<file path="config.mk">
export PLATFORM = sky130hd
export DESIGN_NAME = circle_encoder
export DESIGN_NICKNAME = d
export VERILOG_FILES = /design/src/rtl/circle_encoder.sv
export SDC_FILE = /design/constraint.sdc
export NUM_CORES = 1
export LEC_CHECK = 0
export CAP_MARGIN = 5
export CORE_MARGIN = 2
export CORE_UTILIZATION = 30
export DETAILED_ROUTE_END_ITERATION = 8
export PLACE_DENSITY_LB_ADDON = 0.12
export SLEW_MARGIN = 40
export SYNTH_ARGS = -nofsm -noshare
export SYNTH_HDL_FRONTEND = slang
export SYNTH_SLANG_ARGS = --single-unit
</file>
<file path="constraint.sdc">
create_clock -name clk -period 8.5 [get_ports clk]
set_input_delay 1.7 -clock clk [delete_from_list [all_inputs] [get_ports clk]]
set_output_delay 1.7 -clock clk [all_outputs]
set_load 0.05 [all_outputs]
</file>
<file path="src/rtl/circle_encoder.sv">
// Encodes a target point as two packed circle words {x, y, r}, one per anchor,
// for the circle-intersection solver. The radii come from a shared bit-serial square root.
module circle_encoder #(
  parameter int N = 8
) (
  input  logic           clk,
  input  logic           rst,
  input  logic           start,
  input  logic [2*N-1:0] target,
  input  logic [2*N-1:0] anchorB,
  input  logic [2*N-1:0] anchorC,
  output logic [3*N:0]   g_output,
  output logic [3*N:0]   e_output,
  output logic           busy,
  output logic           done,
  output logic [1:0]     sat
);

  localparam int CW = $clog2(N + 1);

  localparam logic [1:0] S_IDLE = 2'd0;
  localparam logic [1:0] S_CALC = 2'd1;
  localparam logic [1:0] S_ROOT = 2'd2;
  localparam logic [1:0] S_OUT  = 2'd3;

  localparam logic [N:0] R_MAX = {1'b0, {N{1'b1}}};

  logic [1:0]     state;
  logic [2*N-1:0] tgt_q;
  logic [2*N-1:0] b_q;
  logic [2*N-1:0] c_q;
  logic [2*N+1:0] d2b_q;
  logic [2*N+1:0] d2c_q;
  logic [N:0]     rootb_q;
  logic [N:0]     rootc_q;
  logic [CW-1:0]  cnt_q;

  // Squared Euclidean distance between two packed {x, y} points. Both
  // differences fit in N+1 signed bits, so the sum is exact in 2N+2 bits.
  function automatic logic [2*N+1:0] dist2(input logic [2*N-1:0] a,
                                           input logic [2*N-1:0] t);
    logic signed [N:0]     dx;
    logic signed [N:0]     dy;
    logic signed [2*N+1:0] sx;
    logic signed [2*N+1:0] sy;
    dx = signed'({a[2*N-1], a[2*N-1:N]}) - signed'({t[2*N-1], t[2*N-1:N]});
    dy = signed'({a[N-1], a[N-1:0]}) - signed'({t[N-1], t[N-1:0]});
    sx = (2*N+2)'(dx) * (2*N+2)'(dx);
    sy = (2*N+2)'(dy) * (2*N+2)'(dy);
    return unsigned'(sx + sy);
  endfunction

  // One restoring square-root step: keep bit_idx if the trial still squares under d2.
  function automatic logic [N:0] root_step(input logic [N:0]     root,
                                           input logic [2*N+1:0] d2,
                                           input logic [CW-1:0]  bit_idx);
    logic [N:0]     one;
    logic [N:0]     trial;
    logic [2*N+1:0] trial_sq;
    one      = (N+1)'(1);
    trial    = root | (one << bit_idx);
    trial_sq = {(N+1)'(0), trial} * {(N+1)'(0), trial};
    return (trial_sq <= d2) ? trial : root;
  endfunction

  // The solver reads r as signed N+1 bits, so anything above 2^N-1 is pinned there.
  function automatic logic [N:0] clamp(input logic [N:0] root);
    return root[N] ? R_MAX : root;
  endfunction

  // NOTE: every register here, including the wide datapath ones, is cleared on
  // reset so an aborted computation leaves no trace in later results.
  always_ff @(posedge clk) begin
    if (!rst) begin
      state    <= S_IDLE;
      tgt_q    <= '0;
      b_q      <= '0;
      c_q      <= '0;
      d2b_q    <= '0;
      d2c_q    <= '0;
      rootb_q  <= '0;
      rootc_q  <= '0;
      cnt_q    <= '0;
      g_output <= '0;
      e_output <= '0;
      sat      <= '0;
      busy     <= 1'b0;
      done     <= 1'b0;
    end else begin
      done <= 1'b0;
      case (state)
        S_IDLE: begin
          if (start) begin
            tgt_q <= target;
            b_q   <= anchorB;
            c_q   <= anchorC;
            busy  <= 1'b1;
            state <= S_CALC;
          end
        end
        S_CALC: begin
          d2b_q   <= dist2(b_q, tgt_q);
          d2c_q   <= dist2(c_q, tgt_q);
          rootb_q <= '0;
          rootc_q <= '0;
          cnt_q   <= CW'(N);
          state   <= S_ROOT;
        end
        S_ROOT: begin
          rootb_q <= root_step(rootb_q, d2b_q, cnt_q);
          rootc_q <= root_step(rootc_q, d2c_q, cnt_q);
          if (cnt_q == '0) begin
            state <= S_OUT;
          end else begin
            cnt_q <= cnt_q - CW'(1);
          end
        end
        S_OUT: begin
          g_output <= {b_q, clamp(rootb_q)};
          e_output <= {c_q, clamp(rootc_q)};
          sat      <= {rootb_q[N], rootc_q[N]};
          done     <= 1'b1;
          busy     <= 1'b0;
          state    <= S_IDLE;
        end
        default: state <= S_IDLE;
      endcase
    end
  end

endmodule

</file>
==> flow_metrics.env, run 1 <==
export IMPL_nets=3355
export IMPL_start_util_pct=30.4
export IMPL_fin_worst_skew_ns=0.00786
export IMPL_timing_hold_violations_final=0
export IMPL_clk_pin_slew_worst_paths_ns=0.07
export IMPL_tightest_slew_ns=0.787
export IMPL_clock_sinks=160
export IMPL_cp_arrival_ns=8.29
export IMPL_die_y_um=279
export IMPL_drt_antenna_violating_nets=0
export IMPL_diodes=0
export IMPL_fillers=7684
export IMPL_synth_top_cell_area_share_pct=31.9
export IMPL_slew_viol_final=0
export IMPL_crit_top_cell="fa_1"
export IMPL_critPathMaxStageDelay_ns=0.56
export IMPL_gr_usage_all_layers_pct=15.5
export IMPL_crit_fanout=10
export IMPL_cp_data_required_time_ns=8.87
export IMPL_firstDrtPassIters=5
export IMPL_rr_startpoint="b_q[0]"
export IMPL_syn_instance_count=2583
export IMPL_status="finished, final reports clean"
export IMPL_dieArea_um2=78000
export IMPL_portBuffers=102
export IMPL_grt_pass1_wl_um=95700
export IMPL_worstHoldPathType="flip-flop to flip-flop"
export IMPL_synth_simple_area_share_pct=12.5
export IMPL_path_class="flip-flop to flip-flop"
export IMPL_timing_rr_end="d2b_q[17]"
export IMPL_grt_pass1_vias=17500
export IMPL_synthFlopType="dfxtp_1"
export IMPL_hold_path_startpoint="tgt_q[3]"
export IMPL_synth_most_common_cell="inv_1"
export IMPL_yosys_warnings=0
export IMPL_synth_compound_area_share_pct=8.57
export IMPL_multi_input_area_um2=17200
export IMPL_r2r_slack_ns=0.58
export IMPL_fin_crit_sh_pct=93.2
export IMPL_regArea_um2=3200
export IMPL_io_pins=105
export IMPL_cts_tree="built"
export IMPL_cp_end_kind="flip-flop"
export IMPL_grt_max_degree=95
export IMPL_hold_buffers=0
export IMPL_rsz0062_at_grt="no"
export IMPL_drc=0
export IMPL_async_flop_share_pct=0
export IMPL_ys_types=64
export IMPL_synth_top_family_by_area="adder cells"
export IMPL_synth_fa_ha_area_share_pct=47.3
export IMPL_clk_latency_ns=0.46
export IMPL_setup_viol=0
export IMPL_seq_area_frac_synth_pct=14.1
export IMPL_synth_area_leaders="fa_1 (32%), ha_1 (15%), dfxtp_1 (14%)"
export IMPL_routed_wl_um=57400
export IMPL_syn_cell_area_um2=22700
export IMPL_crit_slowest_cell="fa_1"
export IMPL_yosysTopAreaCell="fa_1"
export IMPL_cts_path_max_buffers=2
export IMPL_ys_ff_latch=160
export IMPL_rows=100
export IMPL_syn_to_final_growth_pct=12.1
export IMPL_root_buffer="clkbuf_16"
export IMPL_ff2ff_path_depth=29
export IMPL_routed_via_density=4.47
export IMPL_ys_top_cells_by_count="inv_1 (554), fa_1 (362), ha_1 (279)"
export IMPL_synth_xor_area_share_pct=4.26
export IMPL_relSlewSlack_pct=47.2
export IMPL_min_path_cells=2
export IMPL_whs_endpoint="tgt_q[3]"
export IMPL_die_width_um=279
export IMPL_numCtsBuffers=17
export IMPL_syn_avg_cell_area_um2=8.80
export IMPL_layout_drive_gt1_share_pct=3.25
export IMPL_finalSetupTns_ns=0
export IMPL_routedWlPerCell_um=15.7
export IMPL_gp_congestion=0.857
export IMPL_drt_iter0_drc=645
export IMPL_htreeDepth=4
export IMPL_critPathLaunchType="flip-flop"
export IMPL_vias=16300
export IMPL_core_um2=74700
export IMPL_fmax_ghz=0.126
export IMPL_hpwl_um=49300
export IMPL_grt_overflow=0
export IMPL_synthMuxAreaShare_pct=2.88
export IMPL_cap_violations=0
export IMPL_synth_edf_count=0
export IMPL_post_route_min_period_ns=7.92
export IMPL_antenna_found_initial=0
==> flip-flops by register name (all words and copies together) (netlist names), 2 cells and up <==
register	count
b_q	16
c_q	16
cnt_q	4
d2b_q	18
d2c_q	18
e_output	24
g_output	24
rootb_q	9
rootc_q	9
sat	2
state	2
tgt_q	16
==> logic make-up after synthesis <==
logic type,Yosys count
flip-flops,160
XOR/XNOR,109
buffers and inverters,629
AND/OR/NAND/NOR,671
multiplexers,65
AO/OA/AOI/OAI,307
other,1
adder cells (fa/ha/maj),641
==> repair_timing <==
| item | in CTS | in global routing |
|---|---|---|
| endpoints found under the setup margin | 0 | 3 |
| resized for setup | 0 | 3 |
| setup buffers | 0 | 0 |
==> routing by layer <==
layer  wire (um)  track usage, %
met3        1960            2.25
met4         503            2.58
met2       24500            23.6
met1       30500            23.3
met5           0               0
==> how the worst max path moves through the flow <==
stage	depth (start not counted)	end	slack, ns	start
final	29	d2b_q[17]	0.58	b_q[0]
after global routing	29	d2b_q[17]	0.02	b_q[0]
after CTS	25	d2c_q[16]	0.34	tgt_q[1]
after global placement	25	d2c_q[16]	0.47	tgt_q[1]
after floorplan	29	d2b_q[17]	1.23	b_q[8]
after detailed placement	25	d2c_q[16]	0.41	tgt_q[1]
==> through the flow <==
| stage | cell area (um^2) | setup WS (ns) | cells | util, % | hold WS (ns) |
|---|---|---|---|---|---|
| after global routing | 25500 | 0.0239 | 3645 | 34.1 | 0.478 |
| after global placement | 24900 | 0.473 | 3612 | 33.3 | 0.442 |
| after detailed placement | 24900 | 0.411 | 3613 | 33.4 | 0.450 |
| final | 25500 | 0.577 | 3645 | 34.1 | 0.460 |
| after floorplan | 22700 | 1.23 | 2584 | - | 0.425 |
| after CTS | 25400 | 0.340 | 3645 | 34.1 | 0.459 |
==> layout make-up <==
class / count / area share [%]
Sequential cell: 160 / 12.6
Multi-Input combinational cell: 1795 / 67.5
Clock inverter: 13 / 0.344
Clock buffer: 19 / 1.74
Timing Repair Buffer: 123 / 4.69
Tap cell: 969 / 4.76
Inverter: 566 / 8.37
==> worst max-delay path, delay by kind of cell, from the launching register on <==
family | cells | cell delay [ns]
adder cells (fa/ha/maj) | 10 | 4.54
flip-flops | 1 | 0.35
buffers and inverters | 6 | 0.46
AO/OA/AOI/OAI | 8 | 1.50
AND/OR/NAND/NOR | 5 | 0.95
==> placed cells by master, fill, tap and decap left out, types with 19 or more instances in the layout <==
master / n
o21a_1: 30
and2_1: 25
ha_1: 277
nand2b_1: 25
clkdlybuf4s50_1: 102
xor2_1: 28
mux2i_1: 62
a21oi_1: 106
fa_1: 362
xnor2_1: 79
inv_1: 553
nor2b_1: 20
o21ai_0: 40
nand2_1: 274
buf_4: 19
a21o_1: 56
dfxtp_1: 160
nor2_1: 265
Power of run 1 is not shown: default switching activity piles up to over one toggle a cycle in this logic, so the estimate is an artifact.
==> inputs of run 2 (changes only) <==
Settings changed: GPL_ROUTABILITY_DRIVEN from default to 0.
==> results of run 2 <==
The final DEF is identical to that of run 1; final timing and power are the same.
Power of run 2 is left out for the same reason.
==> inputs of run 3 (changes only) <==
--- a/config.mk
+++ b/config.mk
@@ -7,5 +7,4 @@
 export LEC_CHECK = 0
 export CAP_MARGIN = 5
-export CORE_MARGIN = 2
 export CORE_UTILIZATION = 30
 export DETAILED_ROUTE_END_ITERATION = 8
@@ -16,2 +15,3 @@
 export SYNTH_HDL_FRONTEND = slang
 export SYNTH_SLANG_ARGS = --single-unit
+export TNS_END_PERCENT = 10
==> constraint.sdc (replaced) <==
create_clock -name clk -period 8.5 [get_ports clk]
set_input_delay 0.85 -clock clk [delete_from_list [all_inputs] [get_ports clk]]
set_output_delay 0.85 -clock clk [all_outputs]
set_load 0.05 [all_outputs]
==> run 3 against run 2 <==
Against the previous run:
- critical path depth shrank 2
- via count up 0.56%
- global-route usage increased by 0.29 points
- cell count rose by 0.14%
- first-iteration DRC count down 7.3%
- fmax decreased by 1.2%
- hold slack got worse by 0.0033 ns
- sequential share of layout area barely moved
- non-clock buffer count grew 5
- register-to-register slack lost 0.10 ns
- worst setup slack got worse by 0.10 ns
==> flow_metrics.env, run 3 (same netlist as run 1, synthesis figures left out) <==
export IMPL_layout_drive_gt1_share_pct=3.51
export IMPL_critPathMaxStageDelay_ns=0.62
export IMPL_portBuffers=102
export IMPL_grt_max_degree=77
export IMPL_post_route_min_period_ns=8.02
export IMPL_cp_data_required_time_ns=8.84
export IMPL_setup_viol=0
export IMPL_syn_to_final_growth_pct=12.5
export IMPL_crit_fanout=8
export IMPL_cap_violations=0
export IMPL_critPathLaunchType="flip-flop"
export IMPL_path_class="flip-flop to flip-flop"
export IMPL_io_pins=105
export IMPL_fin_util_pct=34.2
export IMPL_rr_startpoint="tgt_q[8]"
export IMPL_largestRegisters="e_output (24), g_output (24)"
export IMPL_grt_overflow=0
export IMPL_status="finished, final reports clean"
export IMPL_finalSetupTns_ns=0
export IMPL_fin_crit_sh_pct=94.4
export IMPL_nets=3360
export IMPL_slew_viol_final=0
export IMPL_timing_hold_violations_final=0
export IMPL_cp_arrival_ns=8.37
export IMPL_relSlewSlack_pct=45.4
export IMPL_die_y_um=277
export IMPL_dieArea_um2=76800
export IMPL_final_common_cell="inv_1"
export IMPL_fillers=7815
export IMPL_antenna_found_initial=1
export IMPL_start_util_pct=30.4
export IMPL_diodes=0
export IMPL_htreeDepth=4
export IMPL_die_width_um=277
export IMPL_clk_latency_ns=0.48
export IMPL_drc=0
export IMPL_clock_sinks=160
export IMPL_tightest_slew_ns=0.814
export IMPL_finalNonFillerCells=3650
export IMPL_routedWlPerCell_um=15.8
export IMPL_worstHoldPathType="flip-flop to flip-flop"
export IMPL_final_area_um2=25600
export IMPL_regArea_um2=3200
export IMPL_core_um2=74700
export IMPL_rsz0062_at_grt="no"
export IMPL_final_cell_mix="inv_1 (553), fa_1 (362), ha_1 (277)"
export IMPL_routed_wl_um=57700
export IMPL_crit_path_end="d2c_q[16]"
export IMPL_clk_pin_slew_worst_paths_ns=0.07
export IMPL_gr_usage_all_layers_pct=15.8
export IMPL_drt_iter0_drc=598
export IMPL_fmax_ghz=0.125
export IMPL_r2r_slack_ns=0.48
export IMPL_crit_top_cell="fa_1"
export IMPL_cts_path_max_buffers=2
export IMPL_crit_slowest_cell="fa_1"
export IMPL_root_buffer="clkbuf_16"
export IMPL_routed_via_density=4.49
export IMPL_place_area_um2=24900
export IMPL_cp_end_kind="flip-flop"
export IMPL_min_path_cells=2
export IMPL_drt_antenna_violating_nets=0
export IMPL_grt_pass1_wl_um=95800
export IMPL_firstDrtPassIters=5
export IMPL_grt_pass1_vias=17400
export IMPL_timing_rr_end="d2c_q[16]"
export IMPL_hpwl_um=49300
export IMPL_startpoint="tgt_q[8]"
export IMPL_ff2ff_path_depth=27
export IMPL_placed_cells=3613
export IMPL_multi_input_area_um2=17200
export IMPL_fin_worst_skew_ns=0.0208
export IMPL_rows=100
export IMPL_vias=16400
export IMPL_cts_tree="built"
export IMPL_numCtsBuffers=17
==> run 3: cell types whose count changed in the layout (fill, tap and decap cells not counted), moves of 3 or more <==
cell and delta:
inv_6 +3, clkinv_2 -5, inv_8 +4, buf_4 +5, clkinvlp_4 -3, clkinv_8 +3
==> run 3: final cells by class <==
type                    count  share of cell area [%]
flip-flops and latches    160                    12.5
inverters                 566                    8.33
clock inverters            15                   0.626
repair buffers            128                    4.82
multi-input cells        1795                    67.3
well taps                 969                    4.74
clock buffers              17                    1.66
==> run 3: critical path: cells and delay by family, from the launching register on <==
family,cells,cell delay (ns)
XOR/XNOR,2,0.61
AO/OA/AOI/OAI,10,1.99
flip-flops,1,0.37
AND/OR/NAND/NOR,1,0.30
adder cells (fa/ha/maj),10,4.15
buffers and inverters,4,0.47
==> run 3: per-layer routing <==
| layer | global-route usage, % | wire length, um | vias to the layer above |
|---|---|---|---|
| met1 | 23.9 | 30500 | 7967 |
| met4 | 3.09 | 722 | 2 |
| met3 | 2.51 | 2050 | 52 |
| met2 | 23.4 | 24400 | 242 |
| met5 | 1.06 | 119 | - |
| li1 | - | - | 8120 |
==> run 3: worst min path at each step <==
stage / start / endpoint / slack (ns)
after global routing: tgt_q[11] / tgt_q[11] / 0.48
after detailed placement: tgt_q[15] / tgt_q[15] / 0.45
final: tgt_q[15] / tgt_q[15] / 0.46
after CTS: tgt_q[15] / tgt_q[15] / 0.46
after floorplan: d2b_q[16] / d2b_q[16] / 0.43
after global placement: tgt_q[2] / tgt_q[2] / 0.44
==> run 3: metrics by stage <==
stage / setup slack [ns] / hold slack, ns
final: 0.477 / 0.457
after global routing: 0.0161 / 0.481
after global placement: 0.421 / 0.443
after detailed placement: 0.277 / 0.448
after CTS: 0.215 / 0.458
after floorplan: 1.23 / 0.425
==> run 3: timing repair <==
action                     4_1_cts  5_1_grt
hold buffers                     0        0
setup buffers                    0        5
setup endpoints to repair        0        6
gates resized for setup          0        5
Power of run 3 is left out for the same reason.
